**config.mk**
```make
export PLATFORM = sky130hd
export DESIGN_NAME = canvas_write_ctrl
export DESIGN_NICKNAME = d
export VERILOG_FILES = /design/src/rtl/canvas_write_ctrl.sv
export SDC_FILE = /design/constraint.sdc
export NUM_CORES = 1
export LEC_CHECK = 0
export ABC_AREA = 1
export CAP_MARGIN = 20
export CORE_MARGIN = 2
export CORE_UTILIZATION = 59
export CTS_BUF_LIST = sky130_fd_sc_hd__clkbuf_8
export DETAILED_ROUTE_END_ITERATION = 6
export PLACE_DENSITY_LB_ADDON = 0.3
export SLEW_MARGIN = 20
export SYNTH_ARGS = -nofsm -noshare
export SYNTH_HDL_FRONTEND = slang
export SYNTH_SLANG_ARGS = --single-unit
export TNS_END_PERCENT = 5
```
**constraint.sdc**
```tcl
create_clock -name clk -period 2.46 [get_ports clk]
set_input_delay 0.369 -clock clk [delete_from_list [all_inputs] [get_ports clk]]
set_output_delay 0.369 -clock clk [all_outputs]
set_load 0.02 [all_outputs]
```
**src/rtl/canvas_write_ctrl.sv**
```systemverilog
`default_nettype none
// ============================================================================
// Module      : canvas_write_ctrl
// Description : Turns brush stamp requests and full-canvas clears into a
//               stream of single-pixel writes for a pixel store.
// Revision    : 1.0 - initial release
// ============================================================================
module canvas_write_ctrl #(
    parameter int         CANVAS_DIM  = 128,
    parameter logic [2:0] ERASE_COLOR = 3'b000
) (
    input  logic       clk,
    input  logic       reset,
    input  logic       brush_valid,
    output logic       brush_ready,
    input  logic [7:0] brush_x,
    input  logic [7:0] brush_y,
    input  logic [2:0] brush_color,
    input  logic [1:0] brush_size,
    input  logic       clear_req,
    output logic       clear_busy,
    output logic [7:0] wx,
    output logic [7:0] wy,
    output logic [2:0] newColor,
    output logic       we
);

    typedef enum logic [1:0] {
        IDLE  = 2'd0,
        STAMP = 2'd1,
        CLEAR = 2'd2
    } state_t;

    localparam logic [8:0] C_DIM  = 9'(CANVAS_DIM);
    localparam logic [7:0] C_LAST = 8'(CANVAS_DIM - 1);

    state_t            r_state;
    state_t            w_next;
    logic              r_pending;
    logic              r_busy;
    logic              r_we;
    logic [7:0]        r_wx;
    logic [7:0]        r_wy;
    logic [2:0]        r_wcolor;
    logic [7:0]        r_x;
    logic [7:0]        r_y;
    logic [2:0]        r_color;
    logic [1:0]        r_rad;
    logic signed [3:0] r_dx;
    logic signed [3:0] r_dy;
    logic [7:0]        r_cx;
    logic [7:0]        r_cy;

    logic              w_ready;
    logic signed [3:0] w_rad;
    logic signed [3:0] w_neg_rad;
    logic signed [3:0] w_neg_size;
    logic [8:0]        w_sx;
    logic [8:0]        w_sy;
    logic              w_in_range;
    logic              w_stamp_last;
    logic              w_clear_last;
    logic              w_clear_due;

    assign w_rad      = $signed({2'b00, r_rad});
    assign w_neg_rad  = -w_rad;
    assign w_neg_size = -$signed({2'b00, brush_size});

    // Negative sums set bit 8, so one unsigned compare covers both bounds.
    assign w_sx       = {1'b0, r_x} + {{5{r_dx[3]}}, r_dx};
    assign w_sy       = {1'b0, r_y} + {{5{r_dy[3]}}, r_dy};
    assign w_in_range = (w_sx < C_DIM) && (w_sy < C_DIM);

    assign w_stamp_last = (r_dx == w_rad) && (r_dy == w_rad);
    assign w_clear_last = (r_cx == C_LAST) && (r_cy == C_LAST);
    assign w_clear_due  = clear_req || r_pending;

    always_comb begin
        w_next  = r_state;
        w_ready = 1'b0;
        case (r_state)
            IDLE: begin
                w_ready = !r_pending && !clear_req && !r_busy && !reset;
                if (w_clear_due) begin
                    w_next = CLEAR;
                end else if (brush_valid && w_ready) begin
                    w_next = STAMP;
                end
            end
            STAMP: begin
                if (w_stamp_last) begin
                    w_next = w_clear_due ? CLEAR : IDLE;
                end
            end
            CLEAR: begin
                if (w_clear_last) begin
                    w_next = IDLE;
                end
            end
            default: w_next = IDLE;
        endcase
    end

    always_ff @(posedge clk or posedge reset) begin
        if (reset) begin
            r_state   <= IDLE;
            r_pending <= 1'b0;
            r_busy    <= 1'b0;
        end else begin
            r_state <= w_next;
            if (w_next == CLEAR) begin
                r_pending <= 1'b0;
            end else if (r_state == STAMP && clear_req) begin
                r_pending <= 1'b1;
            end
            // Busy covers the cycle that presents the last clear write.
            r_busy <= (w_next == CLEAR) || (r_state == CLEAR);
        end
    end

    always_ff @(posedge clk or posedge reset) begin
        if (reset) begin
            r_we     <= 1'b0;
            r_wx     <= 8'd0;
            r_wy     <= 8'd0;
            r_wcolor <= 3'd0;
            r_x      <= 8'd0;
            r_y      <= 8'd0;
            r_color  <= 3'd0;
            r_rad    <= 2'd0;
            r_dx     <= 4'sd0;
            r_dy     <= 4'sd0;
            r_cx     <= 8'd0;
            r_cy     <= 8'd0;
        end else begin
            r_we <= 1'b0;
            case (r_state)
                STAMP: begin
                    r_we     <= w_in_range;
                    r_wx     <= w_sx[7:0];
                    r_wy     <= w_sy[7:0];
                    r_wcolor <= r_color;
                    if (r_dx == w_rad) begin
                        r_dx <= w_neg_rad;
                        r_dy <= r_dy + 4'sd1;
                    end else begin
                        r_dx <= r_dx + 4'sd1;
                    end
                end
                CLEAR: begin
                    r_we     <= 1'b1;
                    r_wx     <= r_cx;
                    r_wy     <= r_cy;
                    r_wcolor <= ERASE_COLOR;
                    if (r_cx == C_LAST) begin
                        r_cx <= 8'd0;
                        r_cy <= r_cy + 8'd1;
                    end else begin
                        r_cx <= r_cx + 8'd1;
                    end
                end
                default: begin
                    if (r_state == IDLE && w_next == STAMP) begin
                        r_x     <= brush_x;
                        r_y     <= brush_y;
                        r_color <= brush_color;
                        r_rad   <= brush_size;
                        r_dx    <= w_neg_size;
                        r_dy    <= w_neg_size;
                    end
                end
            endcase
            if (r_state != CLEAR && w_next == CLEAR) begin
                r_cx <= 8'd0;
                r_cy <= 8'd0;
            end
        end
    end

    assign brush_ready = w_ready;
    assign clear_busy  = r_busy;
    assign we          = r_we;
    assign wx          = r_wx;
    assign wy          = r_wy;
    assign newColor    = r_wcolor;

endmodule
`default_nettype wire
```
==> impl_metrics.yaml <==
pwr:
  p_per_area_nw_per_um2: 422
  cellLeakagePower_nw: 2.60
  seq_power_share_pct: 52.8
  p_sw_mw: 0.463
  peakVddDrop_v: 0.000287
  p_comb_share_pct: 3.7
  pwr-share-clk_pct: 43.5
  swShare_pct: 21.6
  internal_power_mw: 1.68
synthesis:
  synth.top_cell.area_share_pct: 39.8
  synthCells: 551
  synth_area_per_cell_um2: 7.86
  yosys.cell_count.top_type: "nand2_1"
  yosysSeqAreaShare_pct: 39.8
  synth.distinct_cells: 41
  netlist_area_um2: 4330
  synthFlopType: "dfrtp_1"
  synth_edf_count: 0
  synth_seq_cells: 69
  ys_top_cells_by_count: "152 x nand2_1, 69 x dfrtp_1, 55 x inv_1"
  synth.area.top_cells: "dfrtp_1 40%, nand2_1 13%, ha_1 7.5%"
  synth_top_cell_by_area: "dfrtp_1"
  syn-num-nets: 604
  ys_warn_count: 0
  synthArstFlopShare_pct: 100
timing:
  slew_violations: 0
  clock_skew_ns: 0.00658
  slew-limit-headroom_pct: 69.2
  max_freq_ghz: 0.425
  tns_ns: 0
  whs_ns: 0.426
  period_share_pct: 95.6
  setup_violations: 0
  rsz0062_at_grt: "false"
  fin_crit_ns: 2.35
  worst_pin_slew_ns: 0.462
  hold_viol: 0
floorplanning:
  die_h_um: 89.7
  fp.dieW_um: 89.7
  start_util_pct: 60.4
  dieArea_um2: 8050
  fp-row-count: 31
  coreArea_um2: 7180
  ioPinCount: 47
detailed_routing:
  vias: 3830
  routed_wirelength_mm: 10.2
  viasPerCell: 5.44
  wl_per_cell_um: 14.4
  first_pass_iters: 4
  drtIter0Drc: 208
  route.detailed.drc: 0
  ant_nets: 0
cells_and_area:
  drive_gt1_share_pct: 10.9
  nFillCells: 550
  stdcell_count: 704
  num_antenna_cells: 0
  nNetsFinal: 654
  syn_to_final_growth_pct: 17.4
global_route:
  grt_max_degree: 70
  grt-ovfl-total: 0
  grt_antenna_before_repair: 0
  grt_use_total_pct: 27.0
  grt_pass1_vias: 3692
  grt_pass1_wl_mm: 16.7
critical_path:
  r2r_slack_ns: 0.23
  reg2reg_from: "r_state[1]$_DFF_PP0_"
  r2r_cells: 9
  path_class: "flop to output pin"
  path_max_fanout: 5
  worstReg2RegEnd: "r_x[1]$_DFFE_PP0P_"
  endpoint_kind: "output pin"
  crit_required_ns: 2.09
  cp-start-kind: "flop"
  worstPathArrival_ns: 1.98
clock_tree:
  htree_levels: 3
  cts_setup_buffers: 0
  insertion_delay_ns: 0.35
  clk_path_buf_depth: 2
  holdBufCountCts: 0
  cts_made_buffers: 9
  tritoncts: "yes"
  clock_sinks: 69
  ctsRootBufferMaster: "clkbuf_8"
  clk_pin_slew_ns: 0.07
  cts_resized: 0
place:
  dpl.hpwl_mm: 7.25
  dp_cells: 689
  port_buffers: 46
  gp_congestion: 0.924
job:
  maxCapViolations: 0
run_status:
  status: "completed"
min_path:
  hold_class: "input pin to async pin"
-- flip-flops by register name, indices dropped and copies added, names as in the netlist --
register,flops
r_dy,4
r_rad,2
wy,8
r_y,8
r_pending,1
r_x,8
r_state,2
clear_busy,1
r_dx,4
we,1
wx,8
r_color,3
r_cx,8
r_cy,8
newColor,3
-- cell type report --
class	instances	area, um^2	area share [%]
multi-input cells	406	2280	44.8
repair buffers	55	541	10.6
clock inverters	4	41.3	0.811
inverters	60	226	4.45
clock buffers	11	151	2.98
well taps	99	124	2.43
flip-flops and latches	69	1730	33.9
-- logic make-up (layout without fill, tap and decap cells) --
group           count (synthesis)  after routing  synth area share, %
compound gates                 75             75                 9.59
xor+xnor                       17             17                 3.44
fa+ha+maj                      28             28                 8.43
buf+inv                        76            130                 7.57
flops                          69             69                 39.8
simple gates                  286            286                 31.1
-- critical path, cell delays in order (launching register included) --
cell             delay, ns
dfrtp_1               0.45
inv_1                 0.13
ha_1                  0.28
and3_1                0.18
clkdlybuf4s50_1       0.59
-- worst max-delay path by stage --
stage,from,to,slack (ns)
final,r_state[1]$_DFF_PP0_,brush_ready,0.11
after global placement,clear_req,r_rad[0]$_DFFE_PP0P_,0.18
after CTS,r_state[1]$_DFF_PP0_,brush_ready,0.12
after detailed placement,clear_req,r_rad[0]$_DFFE_PP0P_,0.09
after global routing,r_state[1]$_DFF_PP0_,brush_ready,0.04
after floorplan,reset,clear_busy$_DFF_PP0_,0.35
-- layout by cell type, fill, tap and decap left out, types with 3 or more instances in the layout --
cell,synthesis,routed
nand3_1,53,53
nand3_2,16,16
dfrtp_1,69,69
a31oi_1,4,4
buf_4,2,8
nor2_1,34,34
o21bai_1,3,3
nand3b_1,3,3
nand2_1,152,152
xnor2_1,5,5
or2_2,4,4
inv_1,55,57
inv_2,4,5
ha_1,26,26
nand2_2,9,9
nor3_1,3,3
clkbuf_8,0,11
nor2_4,3,3
o21ai_0,37,37
nand4_1,3,3
clkdlybuf4s50_1,0,46
xor2_1,12,12
a21oi_1,23,23
-- routing by layer --
| layer | wire, um | GRT usage (%) | vias to the layer above |
|---|---|---|---|
| met5 | 0 | 0 | - |
| met1 | 4390 | 34.3 | 1812 |
| met2 | 5040 | 45.8 | 114 |
| met3 | 526 | 4.48 | 19 |
| met4 | 208 | 11.1 | 0 |
| li1 | - | - | 1885 |
-- power groups by stage --
stage | Sequential [mW] | Clock (mW) | Combinational [mW]
6_report | 1.13 | 0.934 | 0.0787
3_5_place_dp | 1.16 | 0 | 0.0806
4_1_cts | 1.13 | 0.939 | 0.0809
2_1_floorplan | 1.16 | 0 | 0.0265
3_3_place_gp | 1.16 | 0 | 0.0796
5_1_grt | 1.13 | 0.987 | 0.0884
-- stage by stage --
| step | util [%] | setup WS, ns | area (um^2) | total power [mW] |
|---|---|---|---|---|
| 2_1_floorplan | - | 0.351 | 4330 | 1.18 |
| 3_3_place_gp | 68.2 | 0.184 | 4900 | 1.24 |
| 3_5_place_dp | 68.2 | 0.0897 | 4900 | 1.24 |
| 4_1_cts | 70.9 | 0.122 | 5090 | 2.15 |
| 5_1_grt | 70.9 | 0.0360 | 5090 | 2.21 |
| 6_report | 70.9 | 0.108 | 5090 | 2.15 |
Note: power is estimated with default switching activity, not from simulation.
==> variant 1, RTL diff (same settings) <==
Set the parameter `CANVAS_DIM` to 96 (it was 128).
--- a/src/rtl/canvas_write_ctrl.sv
+++ b/src/rtl/canvas_write_ctrl.sv
@@ -8,3 +8,3 @@
 module canvas_write_ctrl #(
-    parameter int         CANVAS_DIM  = 128,
+    parameter int         CANVAS_DIM  = 96,
     parameter logic [2:0] ERASE_COLOR = 3'b000
Check against the original RTL: not equivalent (Yosys sat finds a counterexample within 4 cycles, from zero or initial values and one cycle with reset high).
==> variant 1 against the original RTL <==
Sequential cell count unchanged. Synthesized area shrank 1.2%. Critical path type unchanged. Setup slack lost 26 ps. Worst hold slack worse by 52 ps. Total power is 5.4% higher. Highest routed layer unchanged. Wire length fell by 3.7%. Cell area shrank 0.12%. First-iteration DRC count up 21%. Clock skew up 1.9 ps. Register-to-register slack improved by 40 ps. Largest power group unchanged.
==> variant 1: results (changes against the original RTL) <==
Status
  • Status: completed

Synthesis
  • FFs w/ async S/R, synth: 100% (unchanged)
  • Netlist cell types: 37 (-9.8%)
  • Synth Instances: 563 (+2.2%)
  • Syn_nets: 615 (+1.8%)
  • Seq/Total Area, Yosys: 40.3% (+0.47 points)
  • Top post-synthesis cells by area: dfrtp_1 (40%), nand2_1 (15%), nand3_1 (8.1%), ha_1 (7.3%), inv_1 (4.3%)
  • Most frequent cells after synthesis: nand2_1 (175), dfrtp_1 (69), nand3_1 (69)
  • Syn. warnings: 0 (unchanged)

CTS
  • Clk slew on worst S/H paths: 80 ps
  • Hold buffers post-CTS: 0 (unchanged)
  • Post-CTS resize count: 0 (unchanged)
  • CTS buffer count: 9 (unchanged)
  • Setup Fix Bufs, Post-CTS: 0 (unchanged)
  • Skew-Pair Late Insertion Delay: 360 ps

GRT
  • Number of global-route vias before repair: 3511 (-4.9%)
  • GR Util met3: 5.54% (+1.1 points)
  • First-pass GRT wire length: 16300 um (-2.4%)
  • Global-route met2 utilization: 42.6% (-3.2 points)
  • Largest net degree at the start of global routing: 33 (-53%)
  • Global Route Usage Sum: 26.7% (-0.30 points)
  • Met1 Track Usage GR: 36.3% (+2.0 points)

Routing
  • Top layer in use: met4
  • WL per Instance: 13.6 um (-5.6%)
  • Initial DRC Count: 252 (+21%)
  • Met2 wire len: 4650 um (-7.7%)
  • Via count: 3843 (+0.34%)
  • Final wirelength: 9790 um (-3.7%)
  • M1 WL: 4540 um (+3.3%)
  • Met3 WL: 455 um (-13%)

Power and ir drop
  • Worst VDD drop: 0.292 mV (+1.8%)
  • Static Leak: 2.67 nW (+2.5%)

Critical path
  • R2r endpoint: we$_DFF_PP0_
  • R2r worst-path depth: 11 (+2)
  • Critical R2R Launch: r_dy[0]$_DFFE_PP0P_
  • R2R setup slack: 270 ps (+40 ps)
  • Critical Path AT: 2010 ps (+30 ps)
  • Max FO, Critical Path: 5 (unchanged)

Placed design
  • Routability cong.: 0.843 (-8.8%)
  • Post-DP Area: 4860 um2 (-0.74%)
  • Cells after DPL: 702 (+1.9%)
  • Post-DP HPWL: 7170 um (-1.2%)
  • Pre-CTS WS: 201 ps (+111 ps)

Cells and area
  • Nets: 666 (+1.8%)
  • Fill count: 582 (+5.8%)
  • Final instance area: 5080 um2 (-0.12%)
  • Share of cells above drive strength 1: 8.89% (-2.0 points)

Timing
  • Post-Route Skew: 8.44 ps (+1.87 ps)
  • Slew Limit Headroom: 67.5% (-1.7 points)
  • Hold WS: 374 ps (-52.1 ps)

Worst hold path
  • Worst min path class: in -> async
-- variant 1: cell count changes in the layout (fill, tap and decap cells not counted), sizes merged, moves of 4 or more --
cell,unedited run,this run
nand3,70,76
inv,62,56
nand2,162,182
a31oi,4,0
nor2,39,35
o21ai,40,44
-- variant 1: logic make-up after synthesis --
| logic type | after synthesis | synth area share, % |
|---|---|---|
| AND/OR/NAND/NOR | 307 | 31.9 |
| AO/OA/AOI/OAI | 74 | 9.50 |
| buffers and inverters | 71 | 6.95 |
| flip-flops | 69 | 40.3 |
| adder cells (fa/ha/maj) | 27 | 8.24 |
| XOR/XNOR | 15 | 3.07 |
-- variant 1: worst max path at each step --
stage / start / slack (ps) / to / depth (start not counted)
5_1_grt: r_state[1]$_DFF_PP0_ / 4 / brush_ready / 4
3_5_place_dp: clear_req / 200 / r_rad[1]$_DFFE_PP0P_ / 11
6_report: r_state[1]$_DFF_PP0_ / 80 / brush_ready / 4
4_1_cts: r_state[1]$_DFF_PP0_ / 80 / brush_ready / 4
3_3_place_gp: clear_req / 250 / r_rad[1]$_DFFE_PP0P_ / 11
2_1_floorplan: reset / 350 / clear_busy$_DFF_PP0_ / 1
-- variant 1: layout make-up --
class                   count  share of cell area (%)
multi-input cells         423                    44.4
clock inverters             7                    1.94
repair buffers             55                    10.6
inverters                  56                    4.14
well taps                  99                    2.44
clock buffers               9                    2.44
flip-flops and latches     69                    34.0
-- variant 1: power by group --
group / total [mW] / internal, mW / switching, mW / leakage, nW
logic: 0.0782 / 0.0420 / 0.0362 / 1.70
clock network: 1.05 / 0.575 / 0.476 / 0.110
registers: 1.13 / 1.13 / 0 / 0.853
-- variant 1: critical path, cell delays in order, from the launching register on --
cell and delay, ps:
dfrtp_1 450, inv_1 120, ha_1 290, and3_1 190, clkdlybuf4s50_1 600
==> variant 2, RTL diff (same settings) <==
Without the edit above. Re-encode `state_t` (3 states) as one-hot, 3 bits wide.
--- a/src/rtl/canvas_write_ctrl.sv
+++ b/src/rtl/canvas_write_ctrl.sv
@@ -27,6 +27,6 @@
 
-    typedef enum logic [1:0] {
-        IDLE  = 2'd0,
-        STAMP = 2'd1,
-        CLEAR = 2'd2
+    typedef enum logic [2:0] {
+        IDLE  = 3'b001,
+        STAMP = 3'b010,
+        CLEAR = 3'b100
     } state_t;
Behaviour: same outputs for any inputs over 10 cycles, from zero or initial values and one cycle with reset high; not proved beyond that.
==> variant 2 against the original RTL <==
Synthesized cell count decreased by 9.3%. Sequential share of layout area increased by 1.1 points. Setup slack improved by 160 ps. Synthesized area decreased by 1.8%. Die area decreased by 1.8%. Wire length decreased by 4.9%. Sequential cell count increased by 1. Final cell count decreased by 7.0%. Cell area decreased by 1.7%. Maximum frequency increased by 7.2%. Via count decreased by 6.2%. Critical path type unchanged. Highest routed layer unchanged.
Power is not compared: it rests on default switching activity, and its combinational part moved more than twofold at a synthesized area within 25%.
==> variant 2: results (changes against the original RTL) <==
Timing
  • Final WS setup: 266 ps (+158 ps)
  • Post-Route Skew: 14.1 ps (+7.52 ps)
  • Slew Limit Headroom: 65.9% (-3.3 points)

Routing
  • Drt pass-1 iters: 5 (+1)
  • WL per Instance: 14.8 um (+2.2%)
  • Initial DRC Count: 232 (+12%)
  • Vias per inst: 5.48 (+0.80%)
  • Final wirelength: 9660 um (-4.9%)

Cells and area
  • Nonclk buf count: 55 (unchanged)
  • Nets: 603 (-7.8%)
  • NonClk Buf Share: 10.5% (-0.094 points)
  • Comb_multi_in: 363 (-11%)
  • Multi-input combinational area share: 43.9% (-0.86 points)
  • Non-clock inverters: 55 (-8.3%)
  • Count of clock buffers in the final design: 10 (-1)
  • Share of cells above drive strength 1: 15.6% (+4.7 points)
  • Fill count: 540 (-1.8%)
  • Seq/total area: 35.0% (+1.1 points)
  • Clk tree area frac: 4.00% (+0.21 points)
  • Largest class: multi-input gates

Critical path
  • R2r worst-path depth: 13 (+4)
  • Critical Path AT: 1820 ps (-160 ps)
  • R2R setup slack: 460 ps (+230 ps)
  • Slowest CP cell: dfstp_2
  • Max FO, Critical Path: 3 (-2)
  • CP max stage delay: 570 ps (-20 ps)
  • Critical R2R Launch: r_dy[0]$_DFFE_PP0P_
  • Crit path launch: r_state[0]$_DFF_PP1_
  • R2r endpoint: we$_DFF_PP0_
  • CP delay by family, top: flip-flops

CTS
  • Post-CTS resize count: 1 (+1)
  • Clk slew on worst S/H paths: 80 ps
  • Skew-Pair Late Insertion Delay: 360 ps
  • Setup Fix Bufs, Post-CTS: 0 (unchanged)
  • CTS root buf: clkbuf_8

Placed design
  • Cells after DPL: 639 (-7.3%)
  • Port bufs: 46 (unchanged)
  • Routability cong.: 0.921 (-0.30%)
  • Pre-CTS WS: 193 ps (+103 ps)
  • Post-DP HPWL: 7100 um (-2.1%)

Power and ir drop
  • Net Switching: 2.72 mW
  • Static Leak: 2.44 nW
  • Seq group: 1.91 mW
  • Worst VDD drop: 0.561 mV

GRT
  • First-pass GRT wire length: 16600 um (-0.62%)
  • Largest net degree at the start of global routing: 41 (-41%)
  • Number of global-route vias before repair: 3590 (-2.8%)
  • Global Route Usage Sum: 27.6% (+0.59 points)

Synthesis
  • Top post-synthesis cells by area: dfrtp_1 (41%), nand2_1 (12%), ha_1 (6.5%), mux2_4 (4.9%), inv_1 (4.1%)
  • Seq/Total Area, Yosys: 41.2% (+1.4 points)
  • Most frequent cells after synthesis: nand2_1 (135), dfrtp_1 (69), inv_1 (47)
  • Syn. warnings: 0 (unchanged)
  • Avg Cell Area, Syn: 8.51 um2 (+8.2%)
  • Syn_nets: 549 (-9.1%)
  • Netlist cell types: 39 (-4.9%)
  • #FFs+latches synth: 70 (+1.4%)

Worst hold path
  • Worst min path class: in -> async

Status
  • Status: completed
==> variant 2: cell types whose count changed after synthesis, moves of 11 or more <==
cell	before	now
nand2_1	152	135
o21ai_1	1	12
mux2_4	0	14
nand3_1	53	34
o21ai_0	37	15
==> variant 2: metrics by stage <==
stage,hold WS (ps),area [um2],power (mW)
final,482,5000,6.10
after CTS,497,5000,6.11
after detailed placement,478,4800,5.11
after floorplan,477,4250,4.20
after global placement,465,4800,4.98
after global routing,531,5000,6.63
==> variant 2: cell families (layout without fill, tap and decap cells) <==
group | after synthesis | after routing | share of synthesized area (%)
AOI/OAI and AO/OA | 73 | 73 | 11.0
DFF | 70 | 70 | 41.2
adders and majority gates | 24 | 24 | 7.41
and+or+nand+nor | 241 | 241 | 26.0
xor gates and xnor gates | 11 | 11 | 2.27
buffers and inverters | 67 | 126 | 7.12
muxes | 14 | 14 | 4.94
==> variant 2: metal layers <==
layer  track usage (%)  part of all wire [%]
met1              34.5                    43
met2              47.6                    51
met3              3.79                   4.1
met4              12.3                   2.5
met5                 0                     0
